$ cat src/rtl/msp430_dbg_hwbrk_cnt.sv
// msp430_dbg_hwbrk_cnt: breakpoint/watchpoint unit with address/range matching, data qualification and pass counter
module msp430_dbg_hwbrk_cnt #(
  parameter int AW = 16,
  parameter int CNT_W = 8,
  parameter bit RANGE_EN = 1'b1,
  parameter bit DATA_EN = 1'b1
) (
  input  logic          dbg_clk,
  input  logic          dbg_rst,
  input  logic [5:0]    brk_reg_rd,
  input  logic [5:0]    brk_reg_wr,
  input  logic [15:0]   dbg_din,
  input  logic          decode_noirq,
  input  logic [AW-1:0] pc,
  input  logic [AW-1:0] eu_mab,
  input  logic          eu_mb_en,
  input  logic [1:0]    eu_mb_wr,
  input  logic [15:0]   eu_mdb_out,
  output logic          brk_halt,
  output logic          brk_pnd,
  output logic [15:0]   brk_dout
);
  typedef enum logic [1:0] {DISARMED, ARMED, FIRED} state_t;
  localparam logic [7:0] CTL_MASK = {2'b11, DATA_EN, RANGE_EN, 4'hf};
  state_t state_q, state_d;
  logic [7:0] ctl_q, ctl_d;
  logic [5:0] stat_q, stat_d;
  logic [AW-1:0] addr0_q, addr0_d, addr1_q, addr1_d;
  logic [15:0] data_q, data_d;
  logic [CNT_W-1:0] reload_q, reload_d, rem_q, rem_d;
  logic [AW-1:0] a;
  logic acc_v, acc_wr, dq, rd_ok, wr_ok, hit0, hit1, in_rng, qual;
  logic [5:0] flags, set;
  always_comb begin
    a = ctl_q[3] ? pc : eu_mab;
    acc_v = ctl_q[3] ? decode_noirq : eu_mb_en;
    acc_wr = ~ctl_q[3] & (|eu_mb_wr);
    // Only byte lanes actually being written take part in the data compare
    dq = ~ctl_q[5] | ((~eu_mb_wr[0] | (eu_mdb_out[7:0] == data_q[7:0])) &
                      (~eu_mb_wr[1] | (eu_mdb_out[15:8] == data_q[15:8])));
    rd_ok = (state_q == ARMED) & ctl_q[0] & acc_v & ~acc_wr;
    wr_ok = (state_q == ARMED) & ctl_q[1] & acc_v & acc_wr & dq;
    hit0 = ~ctl_q[4] & (a == addr0_q);
    hit1 = ~ctl_q[4] & (a == addr1_q);
    in_rng = ctl_q[4] & (a >= addr0_q) & (a <= addr1_q);
    flags = {in_rng & wr_ok, in_rng & rd_ok, hit1 & wr_ok, hit1 & rd_ok, hit0 & wr_ok, hit0 & rd_ok};
    qual = (|flags) & (~ctl_q[6] | (rem_q == '0)) & ~brk_reg_wr[0];
    set = qual ? flags : '0;
    brk_halt = qual & ctl_q[2];
    brk_pnd = |stat_q;
    ctl_d = brk_reg_wr[0] ? dbg_din[7:0] & CTL_MASK : ctl_q;
    stat_d = (stat_q & ~(brk_reg_wr[1] ? dbg_din[5:0] : 6'h0)) | set;
    addr0_d = brk_reg_wr[2] ? dbg_din[AW-1:0] : addr0_q;
    addr1_d = brk_reg_wr[3] ? dbg_din[AW-1:0] : addr1_q;
    data_d = brk_reg_wr[4] ? dbg_din & {16{DATA_EN}} : data_q;
    reload_d = brk_reg_wr[5] ? dbg_din[CNT_W-1:0] : reload_q;
    state_d = brk_reg_wr[0] ? ((dbg_din[1:0] != 2'b00) ? ARMED : DISARMED) :
              qual ? (ctl_q[7] ? FIRED : ARMED) : state_q;
    // A CNT write beats both the arm reload and the event-driven update
    rem_d = brk_reg_wr[5] ? dbg_din[CNT_W-1:0] :
            (brk_reg_wr[0] | qual) ? reload_q :
            (|flags) ? rem_q - CNT_W'(1) : rem_q;
    brk_dout = (brk_reg_rd[0] ? 16'(ctl_q) : 16'h0) |
               (brk_reg_rd[1] ? 16'({state_q == ARMED, state_q == FIRED, stat_q}) : 16'h0) |
               (brk_reg_rd[2] ? 16'(addr0_q) : 16'h0) |
               (brk_reg_rd[3] ? 16'(addr1_q) : 16'h0) |
               (brk_reg_rd[4] ? data_q : 16'h0) |
               (brk_reg_rd[5] ? 16'(rem_q) : 16'h0);
  end
  always_ff @(posedge dbg_clk) begin
    if (dbg_rst) begin
      state_q <= DISARMED;
      ctl_q <= '0;
      stat_q <= '0;
      addr0_q <= '0;
      addr1_q <= '0;
      data_q <= '0;
      reload_q <= '0;
      rem_q <= '0;
    end else begin
      state_q <= state_d;
      ctl_q <= ctl_d;
      stat_q <= stat_d;
      addr0_q <= addr0_d;
      addr1_q <= addr1_d;
      data_q <= data_d;
      reload_q <= reload_d;
      rem_q <= rem_d;
    end
  end
endmodule

$ cat config.mk
export PLATFORM = sky130hd
export DESIGN_NAME = msp430_dbg_hwbrk_cnt
export DESIGN_NICKNAME = d
export VERILOG_FILES = /design/src/rtl/msp430_dbg_hwbrk_cnt.sv
export SDC_FILE = /design/constraint.sdc
export NUM_CORES = 1
export LEC_CHECK = 0
export BUFFER_PORTS_ARGS = -buffer_cell sky130_fd_sc_hd__buf_2
export CAP_MARGIN = 20
export CORE_MARGIN = 2
export CORE_UTILIZATION = 58
export CTS_BUF_LIST = sky130_fd_sc_hd__clkbuf_8
export CTS_CLUSTER_SIZE = 25
export DETAILED_ROUTE_END_ITERATION = 16
export PLACE_DENSITY = 0.81
export SYNTH_ARGS = -nofsm -noshare
export SYNTH_HDL_FRONTEND = slang
export SYNTH_SLANG_ARGS = --single-unit
$ cat constraint.sdc
create_clock -name dbg_clk -period 4 [get_ports dbg_clk]
set_input_delay 0 -clock dbg_clk [delete_from_list [all_inputs] [get_ports dbg_clk]]
set_output_delay 0 -clock dbg_clk [all_outputs]
set_load 0.05 [all_outputs]
# Yosys cells after proc, flatten, opt, wreduce, memory -nomap -nowiden
# Index checks and enable logic that the tools add are counted.
op_classes:
  addsub: 1
  n_eq_ne: 6
  mux: 17
  n_lt_le_gt_ge: 2
  reduce_logical: 7
  n_bitwise: 43
ops:
  columns: ["cell", "count"]
  rows:
  - ["two-way mux 16 bit", 4]
  - ["two-way mux 8 bit", 6]
  - ["== test 16 bit", 2]
  - ["bitwise OR 16 bit", 2]
  - ["AND 1 bit", 22]
  - ["== test 8 bit", 2]
  - [">= comparator 16 bit", 1]
  - ["less-or-equal comparator 16 bit", 1]
  - ["bitwise OR 16 x 8 -> 16 bit", 1]
  - ["bitwise OR 8 x 16 -> 16 bit", 1]
  - ["two-way mux 6 bit", 2]
  - ["OR reduction 6 bit", 2]
  - ["zero test 8 bit", 1]
  - ["NOT 1 bit", 8]
  - ["bitwise OR 8 bit", 1]
  - ["subtractor 8 x 1 -> 8 bit, second input constant", 1]
  - ["AND 6 bit", 1]
  - ["two-way mux 2 bit", 3]
  - ["NOT 6 bit", 1]
  - ["bitwise OR 6 bit", 1]
  - ["bitwise OR 1 bit", 5]
  - ["nonzero test 2 bit", 2]
  - ["nonzero test 3 bit", 1]
  - ["== test 2 x 1 -> 1 bit, second input constant", 1]
  - ["3 further kinds", 4]
totals:
  inputBits: 82
  word_cells: 84
  out_inout_bits: 18
  register_bits: 80

# Longest topological paths before layout
depth:
  ltp_word: 12
  depth_mapped: 12
  ltp_nobuf: 9

# Worst setup path after synthesis
# No wires, ideal clock.
synth_path:
  path_type: "register -> output"
  startpoint: "register ctl_q[3]"
  endpoint: "output brk_halt"
  setup_slack_ps: 572
  required_time_ps: 4000
  arrival_time_ps: 3428
  path_buffers: 3
  stages_incl_launch_ff: 12
  path_cell_list: "dfxtp_1 -> buf_4 -> clkbuf_1 -> mux2_2 -> ha_1 -> nand4_1 -> nor2b_1 -> a2111oi_2 -> nor4_4 -> a211oi_2 -> buf_6 -> and3_1"
synth_between:
  elab_chain_cells: 9
  elab_cells_between_ends: 28
  cone_classes: "2 x order compare; 2 x eq/ne; 2 x mux; 21 x bitwise; 1 x reduce/logical"
synth_rtl:
  columns: ["element", "line_no", "text"]
  rows:
  - ["from (decl)", "26", "logic [7:0] ctl_q, ctl_d;"]
  - ["from (signal assigned)", "82", "ctl_q <= ctl_d;"]
  - ["two-way mux 16 bit (tied with other cells)", "35", "a = ctl_q[3] ? pc : eu_mab;"]
  - [">= comparator 16 bit (tied with other cells)", "45", "in_rng = ctl_q[4] & (a >= addr0_q) & (a <= addr1_q);"]
  - ["AND 1 bit (tied with other cells)", "45", null]
  - ["AND 1 bit (on tied branches)", "45, 41, 42", null]
  - ["AND 1 bit", "46", "flags = {in_rng & wr_ok, in_rng & rd_ok, hit1 & wr_ok, hit1 & rd_ok, hit0 & wr_ok, hit0 & rd_ok};"]
  - ["OR reduction 6 bit (*)", "47", "qual = (|flags) & (~ctl_q[6] | (rem_q == '0)) & ~brk_reg_wr[0];"]
  - ["AND 1 bit (*) (2 in a row)", "47", null]
  - ["AND 1 bit (*)", "49", "brk_halt = qual & ctl_q[2];"]
  - ["to (decl)", "19", "output logic brk_halt,"]
# Every way passes the cells marked *; elsewhere a longest branch is shown, timed or not.

# Worst setup path after layout
# Ends and elaborated chain as after synthesis.

==> flow_metrics.tcl <==
set metrics [dict create \
    outcome "completed" \
    routed_wl_um 15800 \
    p_seq_share_pct 42.2 \
    async_flop_share_pct 0 \
    clk_latency_ns 0.36 \
    finalSetupTns_ns 0 \
    final_cell_mix "99 x buf_2, 79 x dfxtp_1, 77 x nor2_1" \
    drv_slew 0 \
    row_count 34 \
    yosys_warnings 0 \
    whs_ns 0.0334 \
    worst_setup_path_end_kind "output pin" \
    synthFlopType "dfxtp_1" \
    maxCapViolCount 0 \
    syn_avg_cell_area_sq_um 8.95 \
    comb_power_share_pct 25.0 \
    wl_per_cell_um 20.2 \
    worst_pin_slew_ns 0.941 \
    worstSetupPathType "reg2out" \
    drt_drc_violations_left 0 \
    fin_cells 779 \
    use_met1_pct 44.2 \
    coreArea_sq_um 8640 \
    drt_iter0_markers 430 \
    dp_cells 752 \
    vdd_drop_max_uv 351 \
    cts_max_path_buffers 2 \
    grt_pass1_vias 4637 \
    hp-class "in2reg" \
    min_period_over_period_pct 93.0 \
    max_freq_mhz 269 \
    synthToLayoutAreaGrowth_pct 17.2 \
    track_usage_pct 32.4 \
    htreeDepth 3 \
    cp_slowest_cell "dfxtp_2" \
    start_util_pct 59.3 \
    post_drt_via_cell_ratio 6.33 \
    power.share.clock_pct 32.8 \
    yosys-top-cells-area "dfxtp_1 31%, mux2i_1 13%, ha_1 8.3%, nor2_1 5.6%, inv_1 3.5%" \
    cts_tree "yes" \
    yosysTopAreaCell "dfxtp_1" \
    path_delay_family "simple AND/OR/NAND/NOR gates" \
    antenna_left 0 \
    die_w_um 97.9 \
    finalCriticalPeriod_ns 3.72 \
    power_density_nw_per_um2 354 \
    cts_setup_buffers 0 \
    synth-seq-cells 80 \
    synth_edf_count 0 \
    seq_area_frac_synth_pct 31.3 \
    p_int_mw 1.41 \
    busiest_layer "met2" \
    start_kind "flop" \
    grtUsageMet2_pct 49.9 \
    num_antenna_cells 0 \
    die_area_sq_um 9590 \
    synth_top_area_share_pct 31.3 \
    max_stage_delay_ns 0.46 \
    met3_usage_pct 5.65 \
    cp_num_buf_inv 3 \
    place.port_buffers 99 \
    arrival_ns 3.72 \
    critical_path.max_fanout 13 \
    required_ns 4.00 \
    clockRootBuffer "clkbuf_8" \
    finClkSkew_ns 0.00815 \
    cts_buffers 9 \
    syn_nets 688 \
    clk_pin_slew_ns 0.09 \
    vias 4932 \
    antenna_found_initial 0 \
    path_cells "buf_12, mux2_2, ha_1, nand4_1, or2_1, nor4_4, a31oi_2, a211oi_2, buf_4, and3_1, buf_2" \
    dp_hpwl_um 11300 \
    rsz0062_at_grt "no" \
    setup_viol 0 \
    drive_above_1_share_pct 23.4 \
    grt_pass1_wl_um 24400 \
    relSlewSlack_pct 37.0 \
    drtPass1Iterations 6 \
    gp_congestion 0.994 \
    p_leak_nw 2.64 \
    layout.nets 782 \
    io_pins 100 \
    grt_overflow 0 \
    netlist_area_sq_um 5120 \
    layout_commonest_cell "buf_2" \
    switching_power_uw 708 \
    netlist_instances 572 \
    dieHeight_um 97.9 \
    final-hold-violation-count 0 \
    sw_frac_of_total_pct 33.4 \
    grt_max_degree 79 \
    cts_num_sinks 80 \
    synth_cell_type_count 61 \
]
## flip-flops by register name, summed over array words and instances, names as in the netlist
signal    flops
addr0_q      16
addr1_q      16
data_q       16
ctl_q         8
reload_q      8
rem_q         8
stat_q        6
state_q       2
## worst reg2reg max path, stage by stage, from the launching register on
cell      delay, ns
dfxtp_2        0.46
buf_12         0.17
mux2_2         0.35
ha_1           0.32
nand4_1        0.19
nor4_4         0.41
a21oi_1        0.15
nand4_1        0.12
buf_4          0.18
a211oi_2       0.11
buf_4          0.23
or4_4          0.46
o221ai_1       0.20
## power groups by stage
stage          registers, mW  logic [mW]  clock network, mW
4_1_cts                0.891       0.524              0.693
3_5_place_dp           0.909       0.512                  0
2_1_floorplan          0.890       0.369                  0
5_1_grt                0.899       0.570              0.734
3_3_place_gp           0.907       0.498                  0
6_report               0.895       0.531              0.695
## per-stage QoR
step	power, mW	util [%]	instance area (sq um)	setup slack (ns)
2_1_floorplan	1.26	-	5120	0.572
3_3_place_gp	1.40	65.5	5660	0.587
3_5_place_dp	1.42	65.5	5660	0.468
4_1_cts	2.11	69.4	5990	0.180
5_1_grt	2.20	69.4	6000	0.0966
6_report	2.12	69.4	6000	0.281
## logic make-up after synthesis
kind of cell | count (synthesis) | share of synthesized area (%)
AOI/OAI and AO/OA | 111 | 17.5
xor gates and xnor gates | 19 | 3.25
adders and majority gates | 34 | 8.31
buffers and inverters | 79 | 6.14
DFF | 80 | 31.3
muxes | 80 | 16.0
and+or+nand+nor | 169 | 17.5
## layout make-up
| class | count | area (sq um) |
|---|---|---|
| repair buffers | 114 | 648 |
| flip-flops and latches | 80 | 1600 |
| clock buffers | 9 | 124 |
| multi-input cells | 413 | 3200 |
| clock inverters | 7 | 104 |
| inverters | 48 | 180 |
| well taps | 108 | 135 |
| fillers | 679 | 2640 |
## metal layers
| metal | part of all wire [%] | routed length (um) |
|---|---|---|
| met4 | 4.4 | 694 |
| met1 | 41 | 6440 |
| met2 | 44 | 6970 |
| met3 | 10 | 1650 |
| met5 | 0 | 0 |
## what timing repair did
item,in CTS,in global routing
hold buffers,11,0
gates resized for setup,0,1
endpoints found under the setup margin,0,1
endpoints found under the hold margin,30,0
## synth_stat cells (all sizes together), types with 4 or more instances
cell type  instances
nand4             13
a22oi             23
mux2              16
buf                8
a21oi             23
o21a               4
nor4               6
nand3             14
dfxtp             80
nand2             23
inv               48
o21ai              9
a221oi             4
and2               8
nor2              77
xnor2             19
a221o              4
a2111oi            9
nor2b              5
a222oi            11
o221ai             4
clkbuf            23
mux2i             64
or3                6
ha                34
## worst paths after layout
kind	startpoint	endpoint	slack, ns	cells past startpoint
max reg2reg	ctl_q[3]$_SDFFE_PP0P_	rem_q[4]$_SDFFE_PP0P_	0.57	12
max	ctl_q[3]$_SDFFE_PP0P_	brk_halt	0.28	11
min	dbg_din[2]	addr1_q[2]$_SDFFE_PP0P_	0.03	3
min reg2reg	stat_q[0]$_SDFF_PP0_	stat_q[0]$_SDFF_PP0_	0.49	2
(Power assumes the default switching activity.)
